--- src/rtl/led_pwm_blink_user_logic.sv ---
// rtl/led_pwm_blink_user_logic.sv - register-controlled LED pattern driver with blink and PWM gating
module led_pwm_blink_user_logic #(
   parameter int LED_WIDTH      = 8,
   parameter int PWM_BITS       = 8,
   parameter int PRESCALE_WIDTH = 16
) (
   input  logic                 S_AXI_ACLK,
   input  logic                 S_AXI_ARESETN,
   input  logic                 slv_reg_wren,
   input  logic [2:0]           axi_awaddr,
   input  logic [31:0]          S_AXI_WDATA,
   input  logic [2:0]           rd_addr,
   output logic [31:0]          rdata,
   output logic [LED_WIDTH-1:0] LED,
   output logic                 blink_phase
);

   localparam logic [2:0] IDX_ID       = 3'd0;
   localparam logic [2:0] IDX_PATTERN  = 3'd1;
   localparam logic [2:0] IDX_MODE     = 3'd2;
   localparam logic [2:0] IDX_PRESCALE = 3'd3;
   localparam logic [2:0] IDX_DUTY     = 3'd4;
   localparam logic [2:0] IDX_BLINK    = 3'd5;

   localparam logic [31:0] ID_WORD = {8'(PWM_BITS), 8'(LED_WIDTH), 16'h0002};

   localparam logic [PRESCALE_WIDTH-1:0] PRESC_ONE = 1;
   localparam logic [PWM_BITS-1:0]       PWM_ONE   = 1;
   localparam logic [15:0]               BLINK_ONE = 16'd1;

   // Gate selection encodings held in MODE
   localparam logic [1:0] MODE_STATIC = 2'd0;
   localparam logic [1:0] MODE_BLINK  = 2'd1;
   localparam logic [1:0] MODE_PWM    = 2'd2;
   localparam logic [1:0] MODE_BOTH   = 2'd3;

   // Software-visible registers
   logic [LED_WIDTH-1:0]      pattern;
   logic [1:0]                mode;
   logic [PRESCALE_WIDTH-1:0] prescale;
   logic [PWM_BITS-1:0]       duty;
   logic [15:0]               blink_half;

   // Free-running state
   logic [PRESCALE_WIDTH-1:0] presc_cnt;
   logic [PWM_BITS-1:0]       pwm_cnt;
   logic [15:0]               blink_cnt;

   // Decoded write strobes, one per writable register
   logic wr_pattern;
   logic wr_mode;
   logic wr_prescale;
   logic wr_duty;
   logic wr_blink;

   logic tick;
   logic pwm_on;
   logic gate;

   // Upper write-data bits beyond each register's width are intentionally dropped
   logic unused_wdata;
   assign unused_wdata = ^S_AXI_WDATA;

   // Address decode of the write strobe
   always_comb begin
      wr_pattern  = slv_reg_wren && (axi_awaddr == IDX_PATTERN);
      wr_mode     = slv_reg_wren && (axi_awaddr == IDX_MODE);
      wr_prescale = slv_reg_wren && (axi_awaddr == IDX_PRESCALE);
      wr_duty     = slv_reg_wren && (axi_awaddr == IDX_DUTY);
      wr_blink    = slv_reg_wren && (axi_awaddr == IDX_BLINK);
   end

   // Tick fires on the last count of the prescale period
   assign tick = (presc_cnt == prescale);

   // Full-scale duty is forced on so the LED never drops for one count per period
   assign pwm_on = (duty == {PWM_BITS{1'b1}}) || (pwm_cnt < duty);

   // Per-mode gate applied to the pattern
   always_comb begin
      gate = 1'b1;
      case (mode)
         MODE_STATIC: gate = 1'b1;
         MODE_BLINK:  gate = blink_phase;
         MODE_PWM:    gate = pwm_on;
         MODE_BOTH:   gate = blink_phase & pwm_on;
         default:     gate = 1'b1;
      endcase
   end

   // Register file writes; index 0, 6 and 7 have no storage
   always_ff @(posedge S_AXI_ACLK) begin
      if (!S_AXI_ARESETN) begin
         pattern    <= '0;
         mode       <= '0;
         prescale   <= '0;
         duty       <= '0;
         blink_half <= '0;
      end else begin
         if (wr_pattern)  pattern    <= S_AXI_WDATA[LED_WIDTH-1:0];
         if (wr_mode)     mode       <= S_AXI_WDATA[1:0];
         if (wr_prescale) prescale   <= S_AXI_WDATA[PRESCALE_WIDTH-1:0];
         if (wr_duty)     duty       <= S_AXI_WDATA[PWM_BITS-1:0];
         if (wr_blink)    blink_half <= S_AXI_WDATA[15:0];
      end
   end

   // Prescaler and PWM counter; a PRESCALE write restarts both, beating the tick
   always_ff @(posedge S_AXI_ACLK) begin
      if (!S_AXI_ARESETN) begin
         presc_cnt <= '0;
         pwm_cnt   <= '0;
      end else if (wr_prescale) begin
         presc_cnt <= '0;
         pwm_cnt   <= '0;
      end else if (tick) begin
         presc_cnt <= '0;
         pwm_cnt   <= pwm_cnt + PWM_ONE;
      end else begin
         presc_cnt <= presc_cnt + PRESC_ONE;
      end
   end

   // Blink half-period counter; a BLINK_HALF write restarts in the on half, beating the tick
   always_ff @(posedge S_AXI_ACLK) begin
      if (!S_AXI_ARESETN) begin
         blink_cnt   <= '0;
         blink_phase <= 1'b1;
      end else if (wr_blink) begin
         blink_cnt   <= '0;
         blink_phase <= 1'b1;
      end else if (tick) begin
         if (blink_cnt == blink_half) begin
            blink_cnt   <= '0;
            blink_phase <= ~blink_phase;
         end else begin
            blink_cnt <= blink_cnt + BLINK_ONE;
         end
      end
   end

   // LED output register: pattern masked by the current gate
   always_ff @(posedge S_AXI_ACLK) begin
      if (!S_AXI_ARESETN) begin
         LED <= '0;
      end else begin
         LED <= gate ? pattern : '0;
      end
   end

   // Combinational readback, zero-extended to 32 bits
   always_comb begin
      rdata = '0;
      case (rd_addr)
         IDX_ID:       rdata = ID_WORD;
         IDX_PATTERN:  rdata = 32'(pattern);
         IDX_MODE:     rdata = 32'(mode);
         IDX_PRESCALE: rdata = 32'(prescale);
         IDX_DUTY:     rdata = 32'(duty);
         IDX_BLINK:    rdata = 32'(blink_half);
         default:      rdata = '0;
      endcase
   end

endmodule
--- config.mk ---
export PLATFORM = sky130hd
export DESIGN_NAME = led_pwm_blink_user_logic
export DESIGN_NICKNAME = d
export VERILOG_FILES = /design/src/rtl/led_pwm_blink_user_logic.sv
export SDC_FILE = /design/constraint.sdc
export NUM_CORES = 1
export LEC_CHECK = 0
export BUFFER_PORTS_ARGS = -buffer_cell sky130_fd_sc_hd__buf_4
export CAP_MARGIN = 40
export CORE_MARGIN = 2
export CORE_UTILIZATION = 40
export CTS_CLUSTER_DIAMETER = 120
export CTS_CLUSTER_SIZE = 24
export DETAILED_ROUTE_END_ITERATION = 16
export SYNTH_ARGS = -nofsm -noshare
export SYNTH_HDL_FRONTEND = slang
export SYNTH_SLANG_ARGS = --single-unit
--- constraint.sdc ---
create_clock -name S_AXI_ACLK -period 2.5 [get_ports S_AXI_ACLK]
set_clock_uncertainty 0.15 [all_clocks]
set_input_delay 0.375 -clock S_AXI_ACLK [delete_from_list [all_inputs] [get_ports S_AXI_ACLK]]
set_output_delay 0.375 -clock S_AXI_ACLK [all_outputs]
set_load 0.01 [all_outputs]
=== Word level (Yosys, flattened, before mapping) ===
Index checks and enable logic that the tools add are counted.

* Add/subtract/negate cells: 3
* $lt $le $gt $ge: 1
* Eq/ne operators: 16
* Mux-type cells: 3
* Bitwise logic cells: 3
* Reductions and logical operators: 13

{| class="wikitable"
|+ Operators by type and width
! operator !! count
|-
| one-hot mux 28 bit (6 select lines) || 1
|-
| adder 16 x 1 -> 16 bit (second input constant) || 2
|-
| == test 16 bit || 2
|-
| 2-to-1 mux 16 bit || 1
|-
| == test 3 x 2 -> 1 bit (second input constant) || 4
|-
| == test 3 bit (second input constant) || 4
|-
| adder 8 x 1 -> 8 bit (second input constant) || 1
|-
| == test 8 bit (second input constant) || 1
|-
| less-than comparator 8 bit || 1
|-
| == test 3 x 1 -> 1 bit (second input constant) || 2
|-
| logical AND 1 bit || 5
|-
| == test 2 bit (second input constant) || 2
|-
| one-hot mux 1 bit (4 select lines) || 1
|-
| AND reduction 2 bit || 2
|-
| OR reduction 2 bit || 2
|-
| logical NOT 3 bit || 1
|-
| OR reduction 3 bit || 1
|-
| == test 2 x 1 -> 1 bit (second input constant) || 1
|-
| logical NOT 2 bit || 1
|-
| NOT 1 bit || 2
|-
| bitwise AND 1 bit || 1
|-
| logical OR 1 bit || 1
|}

* Register bits after elaboration: 99
* Input port bits: 41
* Output and inout bits: 41

=== Depth between registers and ports, before layout ===
Gate-level depths: netlist of the first run.

* Depth after elaboration: 5
* Mapped depth: 8

=== Least setup slack after synthesis of the first run ===
OpenSTA, ideal clock, no wires.

* Path kind: register to register
* Start: register duty[6]
* End: register LED[0]
* Setup time: 0.074 ns
* Arrival: 1.643 ns
* Required time: 2.276 ns
* Path slack: 0.632 ns
* Stages on the path, launching flop included: 7
* Period minus slack after synthesis: 1.868 ns
* Cells stage by stage: dfxtp_1 -> inv_1 -> ha_1 -> a21oi_1 -> nor2b_1 -> or4b_2 -> o21ai_0

* Cells in the longest elaborated chain, start to end: 5
* Elaborated cells between the ends (all ways): 6

{| class="wikitable"
|+ RTL lines
! what !! line !! source
|-
| start, declared || 41 || <nowiki>logic [PWM_BITS-1:0] duty;</nowiki>
|-
| start signal, assigned || 103 || <nowiki>if (wr_duty) duty <= S_AXI_WDATA[PWM_BITS-1:0];</nowiki>
|-
| less-than comparator 8 bit or == test 8 bit (tied branches) || 77 || <nowiki>assign pwm_on = (duty == {PWM_BITS{1'b1}}) || (pwm_cnt < duty);</nowiki>
|-
| logical OR 1 bit * || 77 ||
|-
| bitwise AND 1 bit || 86 || <nowiki>MODE_BOTH: gate = blink_phase & pwm_on;</nowiki>
|-
| one-hot mux 1 bit (4 select lines) * || 82 || <nowiki>case (mode)</nowiki>
|-
| AND reduction 2 bit (no source line) * || n/a ||
|-
| end signal, assigned || 147 || <nowiki>LED <= gate ? pattern : '0;</nowiki>
|-
| end, declared || 14 || <nowiki>output logic [LED_WIDTH-1:0] LED,</nowiki>
|}

Every way passes the cells marked *; elsewhere a longest branch is shown, timed or not.
A chain may end at the register's enable or synchronous reset.

=== Final worst setup path of the first run ===
* Start: register presc_cnt[5]
* End: register blink_cnt[11]

* Cells in the longest elaborated chain, start to end: 1

{| class="wikitable"
|+ RTL lines
! what !! line !! source
|-
| start, declared || 45 || <nowiki>logic [PRESCALE_WIDTH-1:0] presc_cnt;</nowiki>
|-
| start signal, assigned || 120 || <nowiki>presc_cnt <= presc_cnt + PRESC_ONE;</nowiki>
|-
| == test 16 bit || 74 || <nowiki>assign tick = (presc_cnt == prescale);</nowiki>
|-
| end signal, assigned || 137 || <nowiki>blink_cnt <= blink_cnt + BLINK_ONE;</nowiki>
|-
| end, declared || 47 || <nowiki>logic [15:0] blink_cnt;</nowiki>
|}

Every way passes these cells.

==> metrics, run 1 <==
final instance area 5830 um^2; all-layer global routing usage 18.7%; CTS tree built; #FFs+latches synth 99; Antenna Diode Count 0; Core Region 12,500 um^2; Post-synth EDFFs 0; FF/Latch Area 1980 um^2; DR vias/cell 5.09; routability cong. 0.882; WL/cell 14.7 um; root buf cell clkbuf_16; Crit path required time 2.58 ns; hold_sp S_AXI_WDATA[14]; number of port buffers 51; layout cells sized above 1 14.1%; Filler Cell Count 1,236; most common cell after layout, fill and taps aside nand2_1; Synth warnings 0; worst path arrival time 2.25 ns; cell area after synthesis 5060 um^2; Post-CTS Setup Inserts 0; RSZ-0062 raised after global routing false; Slew Limit Fails 0; FMAX 460 MHz; final hold violations 0; R2R setup slack 0.32 ns; initial antenna violation count 0; crit path launch type flip-flop; Worst Hold Path EP prescale[14]$_SDFFE_PN0P_; setup ws final 0.325 ns; Detailed Route WL 12,200 um; CTS Hold Bufs 0; Max Root-Sink Buffers 2; H-tree depth 3; synthesized area per cell 8.28 um^2; Setup-failing EPs final 0; crit path max fanout 29; area post-placement 5550 um^2; antenna-violating nets left 0; first-pass GRT wire length 19,600 um; LEAKAGE 2.10 nW; Post-synth ARST share 0%; hold depth 3; Pwr Total 3.51 mW; part of the cycle the worst path needs 87.0%; Die Ht 117 um; Initial Utilization 40.6%; status completed; Final Core Density 46.8%; worst skew pair latency 0.34 ns; power density over the cells 602 nW/um^2; Setup TNS Final 0 ns; HP Class primary input to flip-flop; die area 13,600 um^2; Via Count 4,222; Final Critical Period 2.18 ns; die width 117 um; reg-to-reg endpoint blink_cnt[11]$_SDFFE_PP0N_; Gates resized, CTS repair 0; I/O Pins 82; Worst VDD drop 0.306 mV; most frequent cells in the layout nand2_1, dfxtp_1, buf_4, nor2_1, a21boi_0; Rel. slew slack 45.5%; drt first-iter violations 238; Setup WS pre-CTS 0.336 ns; grt ovf 0; Core Rows 41; DRC 0; P&R area growth vs syn 15.1%; vias in the first global route 3,842; nets 705; Worst Reg-to-Reg Cells 8; area of the multi-input gates 2850 um^2; pin count of the biggest net entering global routing 32; max_cap viols 0; clk sinks 99; hpwl dp 9250 um; Synth cell types 40; Cells after Synth 612; Worst-Margin Slew 0.811 ns; critical path type flip-flop to flip-flop; CTS buffer count 9; critical path capture point type flip-flop; Initial DRT Pass Iterations 6; Seq/Total Area, Yosys 39.1%; Most used DFF post-synth dfxtp_1; Clock Pin Slew Worst Setup and Hold Paths 0.06 ns; r2r startpoint presc_cnt[5]$_SDFF_PP0_
## kinds of logic after synthesis
kind of cell / after synthesis / synth area share (%)
adders and majority gates: 10 / 2.47
and+or+nand+nor: 270 / 25.7
DFF: 99 / 39.1
AOI/OAI and AO/OA: 98 / 13.1
xor gates and xnor gates: 66 / 11.4
muxes: 13 / 2.59
buffers and inverters: 55 / 5.56
other: 1 / 0.0740
## routing by layer
metal	global-route usage (%)	routed length (um)	vias up
met5	0	0	-
met4	6.43	188	0
met3	2.91	428	15
met2	31.1	5980	94
met1	24.7	5600	1995
li1	-	-	2118
## worst max-delay path, stage by stage (launching register included)
cell      delay (ns)
dfxtp_1         0.43
xor2_1          0.10
nor4_1          0.34
nand4_1         0.19
buf_12          0.21
nand2b_1        0.21
nand3_1         0.12
buf_4           0.22
nor2_1          0.07
## flip-flops by register name, summed over array words and instances, names as in the netlist
| register | cells |
|---|---|
| blink_cnt | 16 |
| blink_half | 16 |
| presc_cnt | 16 |
| prescale | 16 |
| LED | 8 |
| duty | 8 |
| pattern | 8 |
| pwm_cnt | 8 |
| mode | 2 |
| blink_phase | 1 |
## worst max path at each step
stage / startpoint / to / slack, ns / depth (start not counted)
2_1_floorplan: duty[6]$_SDFFE_PN0P_ / LED[0]$_SDFF_PN0_ / 0.63 / 6
3_3_place_gp: presc_cnt[5]$_SDFF_PP0_ / blink_cnt[15]$_SDFFE_PP0N_ / 0.36 / 8
3_5_place_dp: presc_cnt[5]$_SDFF_PP0_ / presc_cnt[12]$_SDFF_PP0_ / 0.34 / 6
4_1_cts: presc_cnt[5]$_SDFF_PP0_ / blink_cnt[15]$_SDFFE_PP0N_ / 0.31 / 8
5_1_grt: duty[6]$_SDFFE_PN0P_ / LED[4]$_SDFF_PN0_ / 0.16 / 6
6_report: presc_cnt[5]$_SDFF_PP0_ / blink_cnt[11]$_SDFFE_PP0N_ / 0.32 / 8
## cell usage after synthesis, drive strengths merged, types with 7 or more instances
cell type	n	share of area [%]
a21boi	51	7.6
a21oi	7	0.69
a22oi	11	1.6
buf	22	3.1
clkbuf	18	1.3
dfxtp	99	39
ha	10	2.5
inv	15	1.1
mux2i	12	2.4
nand2	122	9.0
nand3	23	2.3
nand4	13	1.6
nor2	53	4.0
nor2b	15	1.9
nor3	10	1.7
nor4	9	1.5
o21ai	20	2.0
or4b	8	1.6
xnor2	42	7.3
xor2	24	4.2
## where the power goes
group | internal (mW) | switching [mW] | total [mW]
clock network | 0.748 | 0.564 | 1.31
registers | 1.63 | 0.0620 | 1.69
logic | 0.199 | 0.309 | 0.508
## metrics by stage
step	hold WS, ns	instances
after floorplan	0.301	625
after global placement	0.323	815
after detailed placement	0.329	815
after CTS	0.136	830
after global routing	0.138	830
final	0.142	830
## final cells by class
| type | instances | share of cell area, % |
|---|---|---|
| clock inverters | 2 | 0.172 |
| multi-input cells | 471 | 48.9 |
| well taps | 172 | 3.69 |
| flip-flops and latches | 99 | 34.0 |
| repair buffers | 58 | 7.68 |
| clock buffers | 13 | 4.63 |
| inverters | 15 | 0.965 |
No activity file was read; power rests on OpenSTA's default activity.
==> run 2: changes to the inputs <==
--- a/config.mk
+++ b/config.mk
@@ -7,11 +7,15 @@
 export LEC_CHECK = 0
 export BUFFER_PORTS_ARGS = -buffer_cell sky130_fd_sc_hd__buf_4
 export CAP_MARGIN = 40
+export CELL_PAD_IN_SITES_DETAIL_PLACEMENT = 0
+export CELL_PAD_IN_SITES_GLOBAL_PLACEMENT = 2
 export CORE_MARGIN = 2
-export CORE_UTILIZATION = 40
+export CORE_UTILIZATION = 33
+export CTS_BUF_LIST = sky130_fd_sc_hd__clkbuf_16
 export CTS_CLUSTER_DIAMETER = 120
 export CTS_CLUSTER_SIZE = 24
 export DETAILED_ROUTE_END_ITERATION = 16
+export PLACE_DENSITY_LB_ADDON = 0.1
 export SYNTH_ARGS = -nofsm -noshare
 export SYNTH_HDL_FRONTEND = slang
 export SYNTH_SLANG_ARGS = --single-unit
==> run 2 against run 1 <==
Sequential share of layout area down 0.28 points. Combinational power down 0.8%. Sequential cell count did not move. Maximum frequency decreased by 1.3%. Core utilization down 7.8 points. Critical endpoint is now blink_cnt[9]$_SDFFE_PP0N_. Critical path type unchanged. Die area up 20%.
==> metrics, run 2 (same netlist as run 1, synthesis figures left out) <==
status completed; Initial DRT Pass Iterations 4; LEAKAGE 2.12 nW; Clock power frac 38.7%; pin count of the biggest net entering global routing 57; RSZ-0062 raised after global routing false; GR Layer Usage met2 27.9%; switching share of power 27.8%; Rel. slew slack 44.7%; Pwr Total 3.59 mW; global-route track usage on met1 24.9%; met3 Track Usage GR 3.71%; WL/cell 16.6 um; first-pass GRT wire length 22,400 um; Post-CTS Setup Inserts 0; Final Critical Period 2.20 ns; hold depth 3; Setup WS pre-CTS 0.275 ns; P_int 2.59 mW; I/O Pins 82; layout cells sized above 1 14.6%; number of port buffers 51; combinational share of power 14.1%; grt peak-use layer met2; initial antenna violation count 0; antenna-violating nets left 0; most common cell after layout, fill and taps aside nand2_1; routability cong. 0.873; setup ws final 0.296 ns; nets 710; critical path capture point type flip-flop; crit path launch type flip-flop; Worst Hold Path EP prescale[13]$_SDFFE_PN0P_; worst skew pair latency 0.36 ns; Psw 0.998 mW; Detailed Route WL 14,100 um; Via Count 4,181; Gates resized, CTS repair 0; Worst-Margin Slew 0.821 ns; final hold violations 0; Worst VDD drop 0.351 mV; clk sinks 99; most frequent cells in the layout nand2_1, dfxtp_1, buf_4, nor2_1, a21boi_0; part of the cycle the worst path needs 88.2%; Die Ht 128 um; Setup-failing EPs final 0; CTS Hold Bufs 0; reg-to-reg endpoint blink_cnt[9]$_SDFFE_PP0N_; DR vias/cell 4.91; P&R area growth vs syn 16.1%; Core Rows 45; Slew Limit Fails 0; grt ovf 0; R2R setup slack 0.30 ns; HP Class primary input to flip-flop; Core Region 15,100 um^2; crit path max fanout 18; Crit path required time 2.59 ns; CTS tree built; root buf cell clkbuf_16; critical path type flip-flop to flip-flop; r2r startpoint presc_cnt[6]$_SDFF_PP0_; die width 128 um; DRC 0; H-tree depth 3; Final Core Density 39.0%; vias in the first global route 4,002; worst path arrival time 2.30 ns; Initial Utilization 33.6%; max_cap viols 0; hold_sp S_AXI_WDATA[13]; Max Root-Sink Buffers 2; Setup TNS Final 0 ns; hpwl dp 10,700 um; sequential fraction of design power 47.2%; FMAX 454 MHz; all-layer global routing usage 18.0%; power density over the cells 610 nW/um^2; Clock Pin Slew Worst Setup and Hold Paths 0.07 ns; die area 16,400 um^2; Worst Reg-to-Reg Cells 8; Antenna Diode Count 0; CTS buffer count 9; drt first-iter violations 240
## run 2: cell types whose count changed in the layout (fill, tap and decap cells not counted), sizes merged
cell	change
clkbuf	-4
bufinv	+1
clkinv	+1
clkinvlp	+1
buf	+5
inv	+1
## run 2: layout make-up
type	count	area [um^2]
inverters	15	56.3
multi-input cells	471	2850
clock inverters	6	58.8
clock buffers	9	225
repair buffers	63	473
fillers	1595	9210
flip-flops and latches	99	1980
well taps	188	235
## run 2: power by group through the flow
stage	Clock, mW	Sequential (mW)	Combinational, mW
floorplan	0	1.71	0.364
global placement	0	1.73	0.505
detailed placement	0	1.73	0.508
CTS	1.44	1.69	0.509
global route	1.50	1.70	0.564
finish	1.39	1.69	0.504
## run 2: worst max-delay path: stages, from the launching register on
cell,delay [ns]
dfxtp_1,0.42
xor2_1,0.11
nor4_1,0.35
nand4_1,0.19
buf_4,0.26
nand2b_1,0.20
nand3_1,0.11
buf_4,0.22
nor2_1,0.07
## run 2: metrics by stage
stage / hold slack [ns] / instance area [um^2] / cells
finish: 0.139 / 5880 / 851
floorplan: 0.301 / 5110 / 625
detailed placement: 0.329 / 5600 / 836
global placement: 0.321 / 5600 / 836
global route: 0.144 / 5880 / 851
CTS: 0.126 / 5880 / 851
## run 2: how the worst max path moves through the flow
stage,start,slack [ns],cells after the start,end
after floorplan,duty[6]$_SDFFE_PN0P_,0.63,6,LED[0]$_SDFF_PN0_
after detailed placement,prescale[6]$_SDFFE_PN0P_,0.28,8,blink_cnt[9]$_SDFFE_PP0N_
after global placement,prescale[6]$_SDFFE_PN0P_,0.31,8,blink_cnt[14]$_SDFFE_PP0N_
after CTS,prescale[6]$_SDFFE_PN0P_,0.26,8,blink_cnt[9]$_SDFFE_PP0N_
after global routing,presc_cnt[6]$_SDFF_PP0_,0.14,8,blink_cnt[15]$_SDFFE_PP0N_
final,presc_cnt[6]$_SDFF_PP0_,0.30,8,blink_cnt[9]$_SDFFE_PP0N_
## run 2: routing by layer
metal / vias to the layer above / part of all wire [%] / routed length [um]
li1: 2131 / - / -
met1: 1966 / 49 / 6860
met2: 69 / 46 / 6450
met3: 15 / 4.0 / 571
met4: 0 / 1.8 / 248
met5: - / 0 / 0
==> run 3: changes to the inputs <==
--- a/config.mk
+++ b/config.mk
@@ -16,6 +16,7 @@
 export CTS_CLUSTER_SIZE = 24
 export DETAILED_ROUTE_END_ITERATION = 16
 export PLACE_DENSITY_LB_ADDON = 0.1
+export REMOVE_ABC_BUFFERS = 1
 export SYNTH_ARGS = -nofsm -noshare
 export SYNTH_HDL_FRONTEND = slang
 export SYNTH_SLANG_ARGS = --single-unit
==> run 3 against run 2 <==
Register-to-register slack got worse by 0.06 ns. Highest routed layer unchanged. Design area down 0.23%. Core utilization fell by 0.091 points. Clock-buffer cell count did not move. Wire length rose by 0.14%. Non-clock buffer count rose by 1.
==> metrics, run 3 (same netlist as run 1, synthesis figures left out) <==
status completed; P&R area growth vs syn 15.8%; CTS Hold Bufs 0; power density over the cells 598 nW/um^2; Worst-Margin Slew 0.840 ns; Setup-failing EPs final 0; HP Class primary input to flip-flop; pin count of the biggest net entering global routing 57; part of the cycle the worst path needs 90.5%; LEAKAGE 2.11 nW; Die Ht 128 um; Core Rows 45; CP bufs+invs 2; Worst VDD drop 0.353 mV; first-pass GRT wire length 22,500 um; area post-placement 5600 um^2; hpwl dp 10,300 um; Crit path required time 2.58 ns; fin cells 853; root buf cell clkbuf_16; crit path max fanout 25; Pwr Total 3.51 mW; critical path type flip-flop to flip-flop; max_cap viols 0; Antenna Diode Count 0; FF/Latch Area 1980 um^2; RSZ-0062 raised after global routing false; Detailed Route WL 14,100 um; area of the multi-input gates 2850 um^2; vias in the first global route 3,962; worst path arrival time 2.35 ns; wire length on met3 397 um; Via Count 4,216; drt first-iter violations 216; clk sinks 99; Post-CTS Setup Inserts 0; antenna-violating nets left 0; most common cell after layout, fill and taps aside nand2_1; Rel. slew slack 43.4%; H-tree depth 3; final instance area 5870 um^2; initial antenna violation count 0; Initial Utilization 33.6%; most frequent cells in the layout nand2_1, dfxtp_1, buf_4, nor2_1, a21boi_0; grt ovf 0; critical path capture point type flip-flop; I/O Pins 82; WL met1 7090 um; worst-path cell chain xor2_1, nor4_1, nand4_1, buf_4, nand2b_1, nand3_1, buf_4, nor2_1; DP Cell Count 837; Gates resized, CTS repair 0; Final Core Density 38.9%; Filler Cell Count 1,612; Setup WS pre-CTS 0.235 ns; die area 16,400 um^2; crit path launch type flip-flop; Setup TNS Final 0 ns; CP delay by family, top simple AND/OR/NAND/NOR gates; layout cells sized above 1 14.9%; all-layer global routing usage 17.9%; WL/cell 16.6 um; routability cong. 0.796; die width 128 um; Core Region 15,100 um^2; DRC 0; Clock Pin Slew Worst Setup and Hold Paths 0.07 ns; FMAX 442 MHz; Initial DRT Pass Iterations 4; Max Root-Sink Buffers 2; WL met2 6510 um; Final Critical Period 2.26 ns; worst skew pair latency 0.35 ns; CP max stage delay 0.43 ns; number of port buffers 51; hold_ws 0.133 ns; highest routed layer met4; most used cell along the critical path buf_4; CP max-delay cell dfxtp_1; final hold violations 0; CTS tree built; CTS buffer count 9; DR vias/cell 4.94; setup ws final 0.237 ns; Slew Limit Fails 0; nets 711
run 3: worst reg2reg max path: cells and delay by family, from the launching register on:
family        cells  cell delay [ns]
simple gates      5             0.98
buf+inv           2             0.49
flops             1             0.43
xor+xnor          1             0.10
run 3: worst paths after layout:
kind / startpoint / end / slack [ns] / depth (start not counted)
min reg2reg: duty[1]$_SDFFE_PN0P_ / duty[1]$_SDFFE_PN0P_ / 0.34 / 2
min: S_AXI_WDATA[14] / prescale[14]$_SDFFE_PN0P_ / 0.13 / 3
max reg2reg: presc_cnt[5]$_SDFF_PP0_ / blink_cnt[7]$_SDFFE_PP0N_ / 0.24 / 8
max: presc_cnt[5]$_SDFF_PP0_ / blink_cnt[7]$_SDFFE_PP0N_ / 0.24 / 8
run 3: report_power, final:
group          internal, mW  switching [mW]  total (mW)  leakage [nW]
Clock                 0.663           0.631        1.29         0.134
Combinational         0.197           0.322       0.519          1.18
Sequential             1.63          0.0637        1.69         0.800
Total                  2.49            1.02        3.51          2.11
run 3: layer usage:
| layer | track usage (%) | up-vias |
|---|---|---|
| met5 | 0 | - |
| met4 | 3.36 | 0 |
| met3 | 4.17 | 9 |
| met2 | 27.9 | 61 |
| met1 | 25.4 | 2018 |
| li1 | - | 2128 |
run 3: layout make-up:
type / count / share of cell area, %
Tap cell: 188 / 4.01
Multi-Input combinational cell: 471 / 48.6
Timing Repair Buffer: 64 / 8.19
Sequential cell: 99 / 33.8
Inverter: 15 / 0.960
Clock inverter: 7 / 0.640
Clock buffer: 9 / 3.84
